**config.mk**
```make
export PLATFORM = sky130hd
export DESIGN_NAME = axi_load_port_flat
export DESIGN_NICKNAME = d
export VERILOG_FILES = /design/src/rtl/axi_load_port_pkg.sv /design/src/rtl/axi_load_port_if.sv /design/src/rtl/axi_load_port.sv /design/src/flat_wrapper.sv
export SDC_FILE = /design/constraint.sdc
export NUM_CORES = 1
export LEC_CHECK = 0
export BUFFER_PORTS_ARGS = -buffer_cell sky130_fd_sc_hd__buf_2
export CAP_MARGIN = 25
export CORE_UTILIZATION = 40
export CTS_CLUSTER_SIZE = 20
export DETAILED_ROUTE_END_ITERATION = 7
export PLACE_DENSITY = 0.77
export SLEW_MARGIN = 20
export SYNTH_ARGS = -nofsm -noshare
export SYNTH_HDL_FRONTEND = slang
export SYNTH_SLANG_ARGS = --single-unit
```
**constraint.sdc**
```tcl
create_clock -name clk -period 2.7 [get_ports clk]
set_input_delay 0.135 -clock clk [delete_from_list [all_inputs] [get_ports clk]]
set_output_delay 0.135 -clock clk [all_outputs]
set_load 0.005 [all_outputs]
```
**src/rtl/axi_load_port_pkg.sv**
```systemverilog
// Shared constants for the AXI load port: owner encoding, AXI burst/response codes
// and the FSM state type.
package axi_load_port_pkg;

    localparam logic [1:0] OWN_M0 = 2'b00;
    localparam logic [1:0] OWN_M1 = 2'b01;
    localparam logic [1:0] OWN_M2 = 2'b10;

    localparam logic [1:0] BURST_INCR = 2'b01;

    localparam logic [1:0] RESP_OKAY   = 2'b00;
    localparam logic [1:0] RESP_EXOKAY = 2'b01;
    localparam logic [1:0] RESP_SLVERR = 2'b10;
    localparam logic [1:0] RESP_DECERR = 2'b11;

    typedef enum logic [1:0] {
        StIdle = 2'b00,
        StAddr = 2'b01,
        StData = 2'b10,
        StDone = 2'b11
    } state_e;

    // One-hot master select for an owner code; unused code maps to no master.
    function automatic logic [2:0] own_onehot(input logic [1:0] own);
        logic [2:0] oh;
        oh = 3'b000;
        case (own)
            OWN_M0:  oh = 3'b001;
            OWN_M1:  oh = 3'b010;
            OWN_M2:  oh = 3'b100;
            default: oh = 3'b000;
        endcase
        return oh;
    endfunction

endpackage

```
**src/rtl/axi_load_port_if.sv**
```systemverilog
// AXI read-address and read-data channel bundle for the load port.
interface axi_load_port_if #(
    parameter int unsigned ADDR_W = 32,
    parameter int unsigned DATA_W = 32,
    parameter int unsigned ID_W   = 4
) ();

    logic [ID_W-1:0]   arid;
    logic [ADDR_W-1:0] araddr;
    logic [3:0]        arlen;
    logic [2:0]        arsize;
    logic [1:0]        arburst;
    logic              arvalid;
    logic              arready;
    logic [ID_W-1:0]   rid;
    logic [DATA_W-1:0] rdata;
    logic [1:0]        rresp;
    logic              rlast;
    logic              rvalid;
    logic              rready;

    modport master (
        output arid, araddr, arlen, arsize, arburst, arvalid, rready,
        input  arready, rid, rdata, rresp, rlast, rvalid
    );

    modport slave (
        input  arid, araddr, arlen, arsize, arburst, arvalid, rready,
        output arready, rid, rdata, rresp, rlast, rvalid
    );

endinterface

```
**src/rtl/axi_load_port.sv**
```systemverilog
// Bus-side end of the load bus: issues the granted master's read burst on AR and
// routes R beats back to the owning master until the burst's rlast.
module axi_load_port
    import axi_load_port_pkg::*;
#(
    parameter int unsigned ADDR_W = 32,
    parameter int unsigned DATA_W = 32,
    parameter int unsigned ID_W   = 4
) (
    input  logic              clk,
    input  logic              rst_n,

    input  logic              m0_req,
    input  logic              m1_req,
    input  logic              m2_req,
    input  logic              m0_grnt,
    input  logic              m1_grnt,
    input  logic              m2_grnt,
    input  logic [ADDR_W-1:0] m0_addr,
    input  logic [ADDR_W-1:0] m1_addr,
    input  logic [ADDR_W-1:0] m2_addr,
    input  logic [3:0]        m0_len,
    input  logic [3:0]        m1_len,
    input  logic [3:0]        m2_len,
    input  logic [2:0]        m0_size,
    input  logic [2:0]        m1_size,
    input  logic [2:0]        m2_size,

    output logic [DATA_W-1:0] m0_rdata,
    output logic [DATA_W-1:0] m1_rdata,
    output logic [DATA_W-1:0] m2_rdata,
    output logic              m0_rvalid,
    output logic              m1_rvalid,
    output logic              m2_rvalid,
    output logic              m0_rlast,
    output logic              m1_rlast,
    output logic              m2_rlast,
    output logic              m0_done,
    output logic              m1_done,
    output logic              m2_done,
    output logic              m0_err,
    output logic              m1_err,
    output logic              m2_err,

    axi_load_port_if.master   axi
);

    state_e state_q, state_d;

    logic [1:0]        owner_q;
    logic [ADDR_W-1:0] addr_q;
    logic [3:0]        len_q;
    logic [2:0]        size_q;
    logic              err_q;
    logic [2:0]        rvalid_q;
    logic [2:0]        rlast_q;
    logic [2:0][DATA_W-1:0] rdata_q;

    logic [2:0]        hit;
    logic [1:0]        sel_own;
    logic [ADDR_W-1:0] sel_addr;
    logic [3:0]        sel_len;
    logic [2:0]        sel_size;
    logic              capture;
    logic              beat_ok;
    logic [ID_W-1:0]   cur_id;
    logic [2:0]        own_oh;
    logic [2:0]        done_oh;

    assign hit    = {m2_req & m2_grnt, m1_req & m1_grnt, m0_req & m0_grnt};
    assign cur_id = ID_W'(owner_q);
    assign own_oh = own_onehot(owner_q);

    // Fixed priority m0 > m1 > m2 in case the arbiter's grant is not one-hot.
    always_comb begin
        sel_own  = OWN_M0;
        sel_addr = m0_addr;
        sel_len  = m0_len;
        sel_size = m0_size;
        if (!hit[0] && hit[1]) begin
            sel_own  = OWN_M1;
            sel_addr = m1_addr;
            sel_len  = m1_len;
            sel_size = m1_size;
        end else if (!hit[0] && !hit[1] && hit[2]) begin
            sel_own  = OWN_M2;
            sel_addr = m2_addr;
            sel_len  = m2_len;
            sel_size = m2_size;
        end
    end

    // Beats with a foreign ID are still accepted (rready high) but never routed.
    assign beat_ok = axi.rvalid && (state_q == StData) && (axi.rid == cur_id);

    always_comb begin
        state_d = state_q;
        capture = 1'b0;
        unique case (state_q)
            StIdle: begin
                if (|hit) begin
                    state_d = StAddr;
                    capture = 1'b1;
                end
            end
            StAddr: begin
                if (axi.arready) state_d = StData;
            end
            StData: begin
                if (beat_ok && axi.rlast) state_d = StDone;
            end
            StDone: state_d = StIdle;
            default: state_d = StIdle;
        endcase
    end

    always_ff @(posedge clk or negedge rst_n) begin
        if (!rst_n) begin
            state_q <= StIdle;
        end else begin
            state_q <= state_d;
        end
    end

    always_ff @(posedge clk or negedge rst_n) begin
        if (!rst_n) begin
            owner_q  <= OWN_M0;
            addr_q   <= '0;
            len_q    <= '0;
            size_q   <= '0;
            err_q    <= 1'b0;
            rvalid_q <= '0;
            rlast_q  <= '0;
            rdata_q  <= '0;
        end else begin
            rvalid_q <= '0;
            rlast_q  <= '0;
            if (capture) begin
                owner_q <= sel_own;
                addr_q  <= sel_addr;
                len_q   <= sel_len;
                size_q  <= sel_size;
                err_q   <= 1'b0;
            end
            if (beat_ok) begin
                err_q <= err_q | (axi.rresp != RESP_OKAY);
                for (int i = 0; i < 3; i++) begin
                    if (own_oh[i]) begin
                        rdata_q[i]  <= axi.rdata;
                        rvalid_q[i] <= 1'b1;
                        rlast_q[i]  <= axi.rlast;
                    end
                end
            end
        end
    end

    assign done_oh = (state_q == StDone) ? own_oh : 3'b000;

    assign axi.arid    = cur_id;
    assign axi.araddr  = addr_q;
    assign axi.arlen   = len_q;
    assign axi.arsize  = size_q;
    assign axi.arburst = BURST_INCR;
    assign axi.arvalid = (state_q == StAddr);
    assign axi.rready  = (state_q == StData);

    assign m0_rdata  = rdata_q[0];
    assign m1_rdata  = rdata_q[1];
    assign m2_rdata  = rdata_q[2];
    assign m0_rvalid = rvalid_q[0];
    assign m1_rvalid = rvalid_q[1];
    assign m2_rvalid = rvalid_q[2];
    assign m0_rlast  = rlast_q[0];
    assign m1_rlast  = rlast_q[1];
    assign m2_rlast  = rlast_q[2];
    assign m0_done   = done_oh[0];
    assign m1_done   = done_oh[1];
    assign m2_done   = done_oh[2];
    assign m0_err    = done_oh[0] & err_q;
    assign m1_err    = done_oh[1] & err_q;
    assign m2_err    = done_oh[2] & err_q;

endmodule

```
**src/flat_wrapper.sv**
```systemverilog
// flat-port wrapper written by rule: the top's interface ports become plain ports
module axi_load_port_flat import axi_load_port_pkg::*;
#(
    parameter int unsigned ADDR_W = 32,
    parameter int unsigned DATA_W = 32,
    parameter int unsigned ID_W   = 4
)
  (clk, rst_n, m0_req, m1_req, m2_req, m0_grnt, m1_grnt, m2_grnt, m0_addr, m1_addr, m2_addr, m0_len, m1_len, m2_len, m0_size, m1_size, m2_size, m0_rdata, m1_rdata, m2_rdata, m0_rvalid, m1_rvalid, m2_rvalid, m0_rlast, m1_rlast, m2_rlast, m0_done, m1_done, m2_done, m0_err, m1_err, m2_err, axi_arid, axi_araddr, axi_arlen, axi_arsize, axi_arburst, axi_arvalid, axi_rready, axi_arready, axi_rid, axi_rdata, axi_rresp, axi_rlast, axi_rvalid);
  axi_load_port_if #(.ADDR_W(ADDR_W), .DATA_W(DATA_W), .ID_W(ID_W)) axi_i ();
  input  logic clk;
  input  logic rst_n;
  input  logic m0_req;
  input  logic m1_req;
  input  logic m2_req;
  input  logic m0_grnt;
  input  logic m1_grnt;
  input  logic m2_grnt;
  input  logic [ADDR_W-1:0] m0_addr;
  input  logic [ADDR_W-1:0] m1_addr;
  input  logic [ADDR_W-1:0] m2_addr;
  input  logic [3:0] m0_len;
  input  logic [3:0] m1_len;
  input  logic [3:0] m2_len;
  input  logic [2:0] m0_size;
  input  logic [2:0] m1_size;
  input  logic [2:0] m2_size;
  output logic [DATA_W-1:0] m0_rdata;
  output logic [DATA_W-1:0] m1_rdata;
  output logic [DATA_W-1:0] m2_rdata;
  output logic m0_rvalid;
  output logic m1_rvalid;
  output logic m2_rvalid;
  output logic m0_rlast;
  output logic m1_rlast;
  output logic m2_rlast;
  output logic m0_done;
  output logic m1_done;
  output logic m2_done;
  output logic m0_err;
  output logic m1_err;
  output logic m2_err;
  output wire logic [$bits(axi_i.arid)-1:0] axi_arid;
  output wire logic [$bits(axi_i.araddr)-1:0] axi_araddr;
  output wire logic [$bits(axi_i.arlen)-1:0] axi_arlen;
  output wire logic [$bits(axi_i.arsize)-1:0] axi_arsize;
  output wire logic [$bits(axi_i.arburst)-1:0] axi_arburst;
  output wire logic [$bits(axi_i.arvalid)-1:0] axi_arvalid;
  output wire logic [$bits(axi_i.rready)-1:0] axi_rready;
  input wire logic [$bits(axi_i.arready)-1:0] axi_arready;
  input wire logic [$bits(axi_i.rid)-1:0] axi_rid;
  input wire logic [$bits(axi_i.rdata)-1:0] axi_rdata;
  input wire logic [$bits(axi_i.rresp)-1:0] axi_rresp;
  input wire logic [$bits(axi_i.rlast)-1:0] axi_rlast;
  input wire logic [$bits(axi_i.rvalid)-1:0] axi_rvalid;
  assign axi_arid = axi_i.arid;
  assign axi_araddr = axi_i.araddr;
  assign axi_arlen = axi_i.arlen;
  assign axi_arsize = axi_i.arsize;
  assign axi_arburst = axi_i.arburst;
  assign axi_arvalid = axi_i.arvalid;
  assign axi_rready = axi_i.rready;
  assign axi_i.arready = axi_arready;
  assign axi_i.rid = axi_rid;
  assign axi_i.rdata = axi_rdata;
  assign axi_i.rresp = axi_rresp;
  assign axi_i.rlast = axi_rlast;
  assign axi_i.rvalid = axi_rvalid;
  axi_load_port #(.ADDR_W(ADDR_W), .DATA_W(DATA_W), .ID_W(ID_W)) u_core (.clk(clk), .rst_n(rst_n), .m0_req(m0_req), .m1_req(m1_req), .m2_req(m2_req), .m0_grnt(m0_grnt), .m1_grnt(m1_grnt), .m2_grnt(m2_grnt), .m0_addr(m0_addr), .m1_addr(m1_addr), .m2_addr(m2_addr), .m0_len(m0_len), .m1_len(m1_len), .m2_len(m2_len), .m0_size(m0_size), .m1_size(m1_size), .m2_size(m2_size), .m0_rdata(m0_rdata), .m1_rdata(m1_rdata), .m2_rdata(m2_rdata), .m0_rvalid(m0_rvalid), .m1_rvalid(m1_rvalid), .m2_rvalid(m2_rvalid), .m0_rlast(m0_rlast), .m1_rlast(m1_rlast), .m2_rlast(m2_rlast), .m0_done(m0_done), .m1_done(m1_done), .m2_done(m2_done), .m0_err(m0_err), .m1_err(m1_err), .m2_err(m2_err), .axi(axi_i));
endmodule
```
---- Word level (Yosys, flattened, before mapping) ----
Cells that the tools add are included.
operators by class
  eq/ne operators ......................... 9
  multiplexer cells ....................... 26
  bitwise gates (word level) .............. 7
  reductions and logical operators ........ 17
operator list
  operator                                                                number
  32-bit two-way mux                                                      2
  3-bit two-way mux                                                       5
  1-bit two-way mux                                                       10
  2-bit two-way mux                                                       5
  3-bit one-hot mux with 3 select lines                                   1
  4-bit two-way mux                                                       2
  2-bit one-hot mux with 4 select lines                                   1
  1-bit bitwise AND                                                       6
  2-bit equality test (second input constant)                             3
  1-bit logical AND                                                       6
  2-bit by 1-bit != test with 1-bit output (second input constant)        3
  2-bit AND reduction                                                     3
  2-bit by 1-bit equality test with 1-bit output (second input constant)  2
  4-bit by 2-bit equality test with 1-bit output                          1
  2-bit zero test                                                         2
  2-bit nonzero test                                                      2
  3-bit AND reduction                                                     1
  3-bit OR reduction                                                      1
  1-bit zero test                                                         2
  1-bit OR                                                                1
storage, ports and cells
  register bits after elaboration ......... 146
  input bits .............................. 166
  output and inout port bits .............. 155
  word-level logic and storage cells ...... 70

---- Depth between registers and ports, before layout ----
Gate-level depths: netlist (run 1).
  word-level depth ........................ 6
  depth in mapped cells ................... 8
  depth with buffers taken out ............ 6

---- Least setup slack after synthesis (run 1) ----
Ideal clock, no wire load.
  path type ............................... register to register
  from .................................... reg u_core.state_q[0]
  to ...................................... reg u_core.rdata_q, in the netlist u_core.m2_rdata[0]
  setup time .............................. 0.125 ns
  data arrival time ....................... 1.895 ns
  required time ........................... 2.575 ns
  slack ................................... 0.680 ns
  cell stages (with the launch flop) ...... 8
  path buffers ............................ 2
  clock period less this slack ............ 2.020 ns
  cell sequence ........................... dfrtp_1 -> inv_1 -> ha_1 -> nand2_2 -> or4_4 -> buf_6 -> buf_12 -> mux2_4
on the way
  cells in the longest elaborated chain, start to end .. 4
ends and longest elaborated chain
  element                               RTL line              source
  from (decl)                           axi_load_port.sv:48   state_e state_q, state_d;
  from (signal assigned)                axi_load_port.sv:119  state_q <= StIdle;
  from (signal assigned)                axi_load_port.sv:121  state_q <= state_d;
  2-bit equality test                   n/a
  net axi_rready                        flat_wrapper.sv:48    output wire logic [$bits(axi_i.rready)-1:0] axi_rready;
  1-bit logical AND (2 in a row)        axi_load_port.sv:94   assign beat_ok = axi.rvalid && (state_q == StData) && (axi.rid == cur_id);
  2-bit AND reduction (no source line)  n/a
  to (signal, indexed assignment)       axi_load_port.sv:149  rdata_q[i] <= axi.rdata;
  to (decl)                             axi_load_port.sv:57   logic [2:0][DATA_W-1:0] rdata_q;
The timed path passes the listed nets, and every way through them passes these cells.
A chain may end at the register's enable or synchronous reset.

---- Worst setup path after layout (run 1) ----
  from .................................... reg u_core.state_q[0]
  to ...................................... reg u_core.rdata_q, in the netlist u_core.m2_rdata[1]
on the way
  cells in the longest elaborated chain, start to end .. 4
ends and longest elaborated chain
  element                               RTL line
  2-bit equality test                   axi_load_port.sv:94
  1-bit logical AND (2 in a row)        axi_load_port.sv:94
  2-bit AND reduction (no source line)  n/a
No other way between the ends.

==> results of run 1 <==
-- Yosys cell counts --
library cell	number
buf_6	1
nor3b_2	1
nand3_1	39
clkbuf_1	18
a21oi_1	2
nand2_2	1
buf_12	3
buf_1	2
buf_4	4
nor3b_1	1
mux2_2	69
and3b_1	1
nand2b_1	2
nor3_2	2
nor2_1	3
nor3_1	1
o32a_1	1
nor2b_1	1
conb_1	2
o21ai_1	1
dfrtp_1	146
nand4_1	2
mux2_4	28
or3_1	1
a22o_1	2
or4_4	1
mux2i_1	39
and3_1	1
nor4_1	2
and2_1	3
o21ai_0	1
xnor2_1	2
ha_1	5
nand2_1	45
a21o_1	1
inv_1	6
buf_2	8
a222oi_1	1
o211ai_1	39
-- critical path, delay by kind of cell, from the launching register on --
kind                       cells  cell delay, ns
muxes                          1            0.40
DFF                            1            0.41
buffers and inverters          1            0.13
and+or+nand+nor                2            0.99
adders and majority gates      1            0.23
-- stage by stage --
| stage | hold WS [ns] | cells | utilization (%) |
|---|---|---|---|
| 5_1_grt | 0.00625 | 1100 | 60.3 |
| 2_1_floorplan | -0.161 | 490 | - |
| 3_3_place_gp | 0.146 | 998 | 52.2 |
| 3_5_place_dp | 0.149 | 998 | 52.2 |
| 4_1_cts | 0.00482 | 1097 | 60.2 |
| 6_report | 0.0208 | 1101 | 60.3 |
-- path summary, 6_finish.rpt --
kind,start,endpoint,slack [ns],depth (start not counted)
max,u_core.state_q[0]$_DFFE_PN0P_,u_core.m2_rdata[1]$_DFFE_PN0P_,0.40,5
min,m1_addr[30],u_core.axi.araddr[30]$_DFFE_PN0P_,0.02,3
max reg2reg,u_core.state_q[0]$_DFFE_PN0P_,u_core.m2_rdata[1]$_DFFE_PN0P_,0.40,5
max in group asynchronous,rst_n,u_core.m1_rdata[4]$_DFFE_PN0P_,1.65,3
min in group asynchronous,rst_n,u_core.m0_rdata[10]$_DFFE_PN0P_,0.27,2
min reg2reg,u_core.axi.araddr[1]$_DFFE_PN0P_,u_core.axi.araddr[1]$_DFFE_PN0P_,0.49,2
-- layout by cell type, fill, tap and decap left out, types with 2 or more instances in the layout --
master and instances:
buf_2 315, nor2_1 2, a22o_1 2, mux2_2 69
nand3_1 39, dlygate4sd3_1 68, and2_1 3, diode_2 4
o211ai_1 39, clkinv_2 4, inv_1 6, ha_1 5
nand4_1 2, mux2i_1 39, nor4_1 2, buf_12 3
bufinv_16 3, nor3_4 2, mux2_4 28, clkbuf_16 17
xnor2_1 2, conb_1 4, inv_6 2, nand2_1 45
buf_4 9, dfrtp_1 146, nand2b_1 2, clkinvlp_4 3
-- sequential cells by signal, summed over array words and instances, names as in the netlist --
register / count
u_core.rvalid_q: 3
u_core.m2_rdata: 32
u_core.err_q: 1
u_core.axi.arsize: 3
u_core.m1_rdata: 32
u_core.owner_q: 2
u_core.state_q: 2
u_core.m0_rdata: 32
u_core.rlast_q: 3
u_core.axi.araddr: 32
u_core.axi.arlen: 4
-- power breakdown --
group | internal (mW) | switching [mW] | total (mW)
sequential | 2.84 | 0.383 | 3.22
clock | 1.47 | 0.904 | 2.38
combinational | 1.21 | 1.11 | 2.32
total | 5.52 | 2.40 | 7.92
-- kinds of logic (layout without fill, tap and decap cells) --
| kind of cell | Yosys count | in the layout | share of synthesized area, % |
|---|---|---|---|
| AND/OR/NAND/NOR | 107 | 107 | 8.09 |
| XOR/XNOR | 2 | 2 | 0.272 |
| adder cells (fa/ha/maj) | 5 | 5 | 0.970 |
| multiplexers | 136 | 136 | 24.6 |
| other | 2 | 8 | 0.116 |
| AO/OA/AOI/OAI | 48 | 48 | 5.55 |
| flip-flops | 146 | 146 | 56.7 |
| buffers and inverters | 42 | 433 | 3.71 |
-- layout make-up --
class	instances	share of cell area, %
Multi-Input combinational cell	302	27.2
Timing Repair Buffer	396	25.1
Sequential cell	146	38.3
Inverter	6	0.236
Tap cell	216	2.83
Clock inverter	13	1.66
Clock buffer	18	4.60
Antenna cell	4	0.105
-- routing by layer --
metal	vias up	share of wire (%)	global-route usage (%)
met5	-	0	0
met4	0	2.1	9.90
met3	30	7.6	7.78
met2	248	52	40.5
met1	2676	39	26.0
li1	2511	-	-
==> flow_summary.yaml, run 1 <==
worst_setup_path:
  cp_slowest_cell: "or4_4"
  worstSetupStartpointType: "flip-flop"
  arrival_ns: 2.59
  critPathKind: "reg2reg"
  crit_fanout: 34
  required_ns: 2.99
  crit_chain: "inv_1 > ha_1 > nand2_2 > or4_4 > mux2_4"
  endpoint_kind: "flip-flop"
  slowest_delay_ns: 0.83
timing:
  finalWorstSetupSlack_ns: 0.400
  rsz0062_at_grt: "false"
  worst_pin_slew_ns: 0.741
  fin_crit_sh_pct: 85.2
  skew_ns: 0.00847
  maxSlewHeadroom_pct: 50.6
  fmaxAchievable_mhz: 435
  min_period_ns: 2.30
  finalMaxSlewViolations: 0
  final-setup-viol-count: 0
  finalSetupTns_ns: 0
  hold_viol_final: 0
global_route:
  grt_pass1_wl_um: 29200
  antenna_found_initial: 4
  grt_pass1_vias: 5514
  gr-total-overflow: 0
  grt_util_all_layers_pct: 23.3
  grt_max_degree: 59
cts:
  clk_pin_slew_worst_paths_ns: 0.06
  clock_path_buffers: 2
  cts_tree: "built"
  cts.sinks: 146
  ctsHoldBuffers: 68
  cts_setup_buffers: 0
  cts_resized: 0
  insertion_delay_ns: 0.41
  htree_levels: 4
  cts_buffers: 17
  cts_root_buffer: "clkbuf_16"
synth:
  synth_seq_cells: 146
  syn_area_sq_mm: 0.00645
  synth_cells: 488
  syn_avg_cell_area_sq_um: 13.2
  yosys_warnings: 0
  yosys.area.top_type: "dfrtp_1"
  ys_seq_area_share_pct: 56.7
  yosysTopAreaCellShare_pct: 56.7
  yosys-top-cells-area: "dfrtp_1 57%, mux2_2 12%, mux2_4 6.5%, mux2i_1 6.1%, o211ai_1 4.5%"
  yosysUniqueCellTypes: 39
floorplan:
  initial_core_util_pct: 40.7
  core.rowCount: 46
  die_y_um: 129
  dieWidth_um: 129
  pin_count: 321
  core_sq_mm: 0.0158
  die-area_sq_mm: 0.0166
route:
  routed_wl_um: 19500
  ant_nets: 0
  wl_per_cell_um: 17.7
  firstDrtPassIters: 4
  viasPerCell: 4.96
  num_vias: 5465
  first_iter_violations: 157
  drc_errors: 0
finish:
  multi_input_area_sq_mm: 0.00259
  drive_above_1_share_pct: 52.6
  fin_area_sq_mm: 0.00954
  regArea_sq_mm: 0.00365
  finalNetCount: 1040
  fillCellCount: 1223
  syn2layout_area_growth_pct: 48.0
place:
  gp_congestion: 0.804
  place_hpwl_um: 13300
  place_area_sq_mm: 0.00826
  io_buffers: 316
  place_ws_ns: 0.390
power_and_ir_drop:
  p_leak_nw: 5.37
  vdd_drop_max_v: 0.000491
  powerDensity_mw_per_mm2: 830
  finalPower_mw: 7.92
job:
  drv_cap: 0
hold_path:
  min_path_type: "in2reg"
run_status:
  status: "completed"
No activity file was read; power rests on OpenSTA's default activity.
==> inputs of run 2 (changes only) <==
CELL_PAD_IN_SITES_DETAIL_PLACEMENT = 0   (was default)
CELL_PAD_IN_SITES_GLOBAL_PLACEMENT = 1   (was default)
CORE_UTILIZATION = 25   (was 40)
CTS_CLUSTER_DIAMETER = 40   (was default)
PLACE_DENSITY = 0.67   (was 0.77)
==> flow_summary.yaml, run 2 (synthesis gave the netlist of run 1 again) <==
run_status:
  status: "completed"
route:
  num_vias: 5314
  topRoutingLayerUsed: "met4"
  met1_length_um: 8710
  met2_length_um: 9250
  first_iter_violations: 268
  routed_wl_um: 19700
  viasPerCell: 4.37
  firstDrtPassIters: 4
  drc_errors: 0
  routed-wl-met3_um: 1490
  ant_nets: 0
  wl_per_cell_um: 16.2
floorplan:
  dieWidth_um: 163
  pin_count: 321
  core.rowCount: 58
  core_sq_mm: 0.0253
  die_y_um: 163
  die-area_sq_mm: 0.0264
  initial_core_util_pct: 25.5
cts:
  cts_root_buffer: "clkbuf_16"
  clk_pin_slew_worst_paths_ns: 0.07
  cts_buffers: 17
  htree_levels: 4
  insertion_delay_ns: 0.41
  cts_tree: "built"
  cts.sinks: 146
  clock_path_buffers: 2
  cts_resized: 0
power_and_ir_drop:
  p_leak_nw: 5.38
  vdd_drop_max_v: 0.000417
  clkPwrFrac_pct: 29.6
  p_switching_mw: 2.54
  powerDensity_mw_per_mm2: 813
  p_int_mw: 5.36
  combPwrFrac_pct: 29.9
  swShare_pct: 32.1
  seq_power_share_pct: 40.6
  finalPower_mw: 7.90
worst_setup_path:
  endpoint_kind: "flip-flop"
  required_ns: 3.00
  r2r_end: "u_core.m2_rdata[18]$_DFFE_PN0P_"
  worstSetupStartpointType: "flip-flop"
  reg2reg_from: "u_core.state_q[0]$_DFFE_PN0P_"
  crit_fanout: 34
  rrSetupSlack_ns: 0.43
  arrival_ns: 2.57
  reg2reg_depth: 5
  critPathKind: "reg2reg"
timing:
  final-setup-viol-count: 0
  finalSetupTns_ns: 0
  finalWorstSetupSlack_ns: 0.428
  maxSlewHeadroom_pct: 57.2
  worst_pin_slew_ns: 0.642
  rsz0062_at_grt: "false"
  skew_ns: 0.0115
  fmaxAchievable_mhz: 440
  min_period_ns: 2.27
  hold_viol_final: 0
  fin_crit_sh_pct: 84.2
  finalMaxSlewViolations: 0
  hold_slack_ns: 0.0312
global_route:
  grt_pass1_vias: 5392
  antenna_found_initial: 0
  grt_max_degree: 58
  grt_pass1_wl_um: 30500
  grt_util_all_layers_pct: 15.0
  gr-total-overflow: 0
finish:
  finalNetCount: 1044
  syn2layout_area_growth_pct: 50.7
  layout_commonest_cell: "buf_2"
  mostFrequentLayoutCells: "315 x buf_2, 146 x dfrtp_1, 72 x dlygate4sd3_1"
  fin_util_pct: 38.5
  drive_above_1_share_pct: 52.4
  diodes: 0
place:
  gp_congestion: 0.755
  place_hpwl_um: 14000
  place_ws_ns: 0.438
  io_buffers: 316
hold_path:
  hold-path-cell-count: 3
  min_path_type: "in2reg"
  hold_end: "u_core.axi.araddr[15]$_DFFE_PN0P_"
  hold_start: "m2_addr[15]"
job:
  drv_cap: 0
==> run 2: final cells by class <==
type | count | area [sq um]
Clock buffer | 17 | 425
Inverter | 6 | 22.5
Fill cell | 2482 | 15500
Tap cell | 330 | 413
Multi-Input combinational cell | 302 | 2600
Clock inverter | 14 | 146
Sequential cell | 146 | 3650
Timing Repair Buffer | 400 | 2460
==> run 2: through the flow <==
step | instances | area [sq um]
CTS | 1215 | 9720
floorplan | 490 | 6450
detailed placement | 1112 | 8430
global placement | 1112 | 8430
finish | 1215 | 9720
global route | 1215 | 9720
==> run 2: power groups by stage <==
stage	clock (mW)	combinational, mW	sequential (mW)
CTS	2.45	2.41	3.21
finish	2.34	2.36	3.20
detailed placement	0	2.34	3.24
global placement	0	2.32	3.22
floorplan	0	1.04	3.26
global route	2.53	2.64	3.30
==> run 2: worst max path at each step <==
stage	cells past startpoint	startpoint	slack, ns	end
floorplan	7	u_core.state_q[0]$_DFFE_PN0P_	0.68	u_core.m2_rdata[0]$_DFFE_PN0P_
global placement	5	u_core.state_q[0]$_DFFE_PN0P_	0.47	u_core.m2_rdata[17]$_DFFE_PN0P_
detailed placement	5	u_core.state_q[0]$_DFFE_PN0P_	0.44	u_core.m2_rdata[18]$_DFFE_PN0P_
CTS	5	u_core.state_q[0]$_DFFE_PN0P_	0.42	u_core.m2_rdata[18]$_DFFE_PN0P_
global route	5	u_core.state_q[0]$_DFFE_PN0P_	0.31	u_core.m2_rdata[18]$_DFFE_PN0P_
finish	5	u_core.state_q[0]$_DFFE_PN0P_	0.43	u_core.m2_rdata[18]$_DFFE_PN0P_
==> run 2: repair_timing <==
action,in CTS,in global routing
endpoints found under the hold margin,176,0
setup buffers,0,0
endpoints found under the setup margin,0,0
hold buffers,72,0
==> run 2: critical path, cell delays in order (launching register included) <==
cell and delay, ns:
dfrtp_1 0.42, inv_1 0.12, ha_1 0.22, nand2_2 0.16, or4_4 0.83, mux2_4 0.40
==> run 2: routing by layer <==
metal	vias up	GRT usage, %
met3	15	3.97
met2	247	25.4
met1	2544	19.2
li1	2508	-
met4	0	3.44
met5	-	0
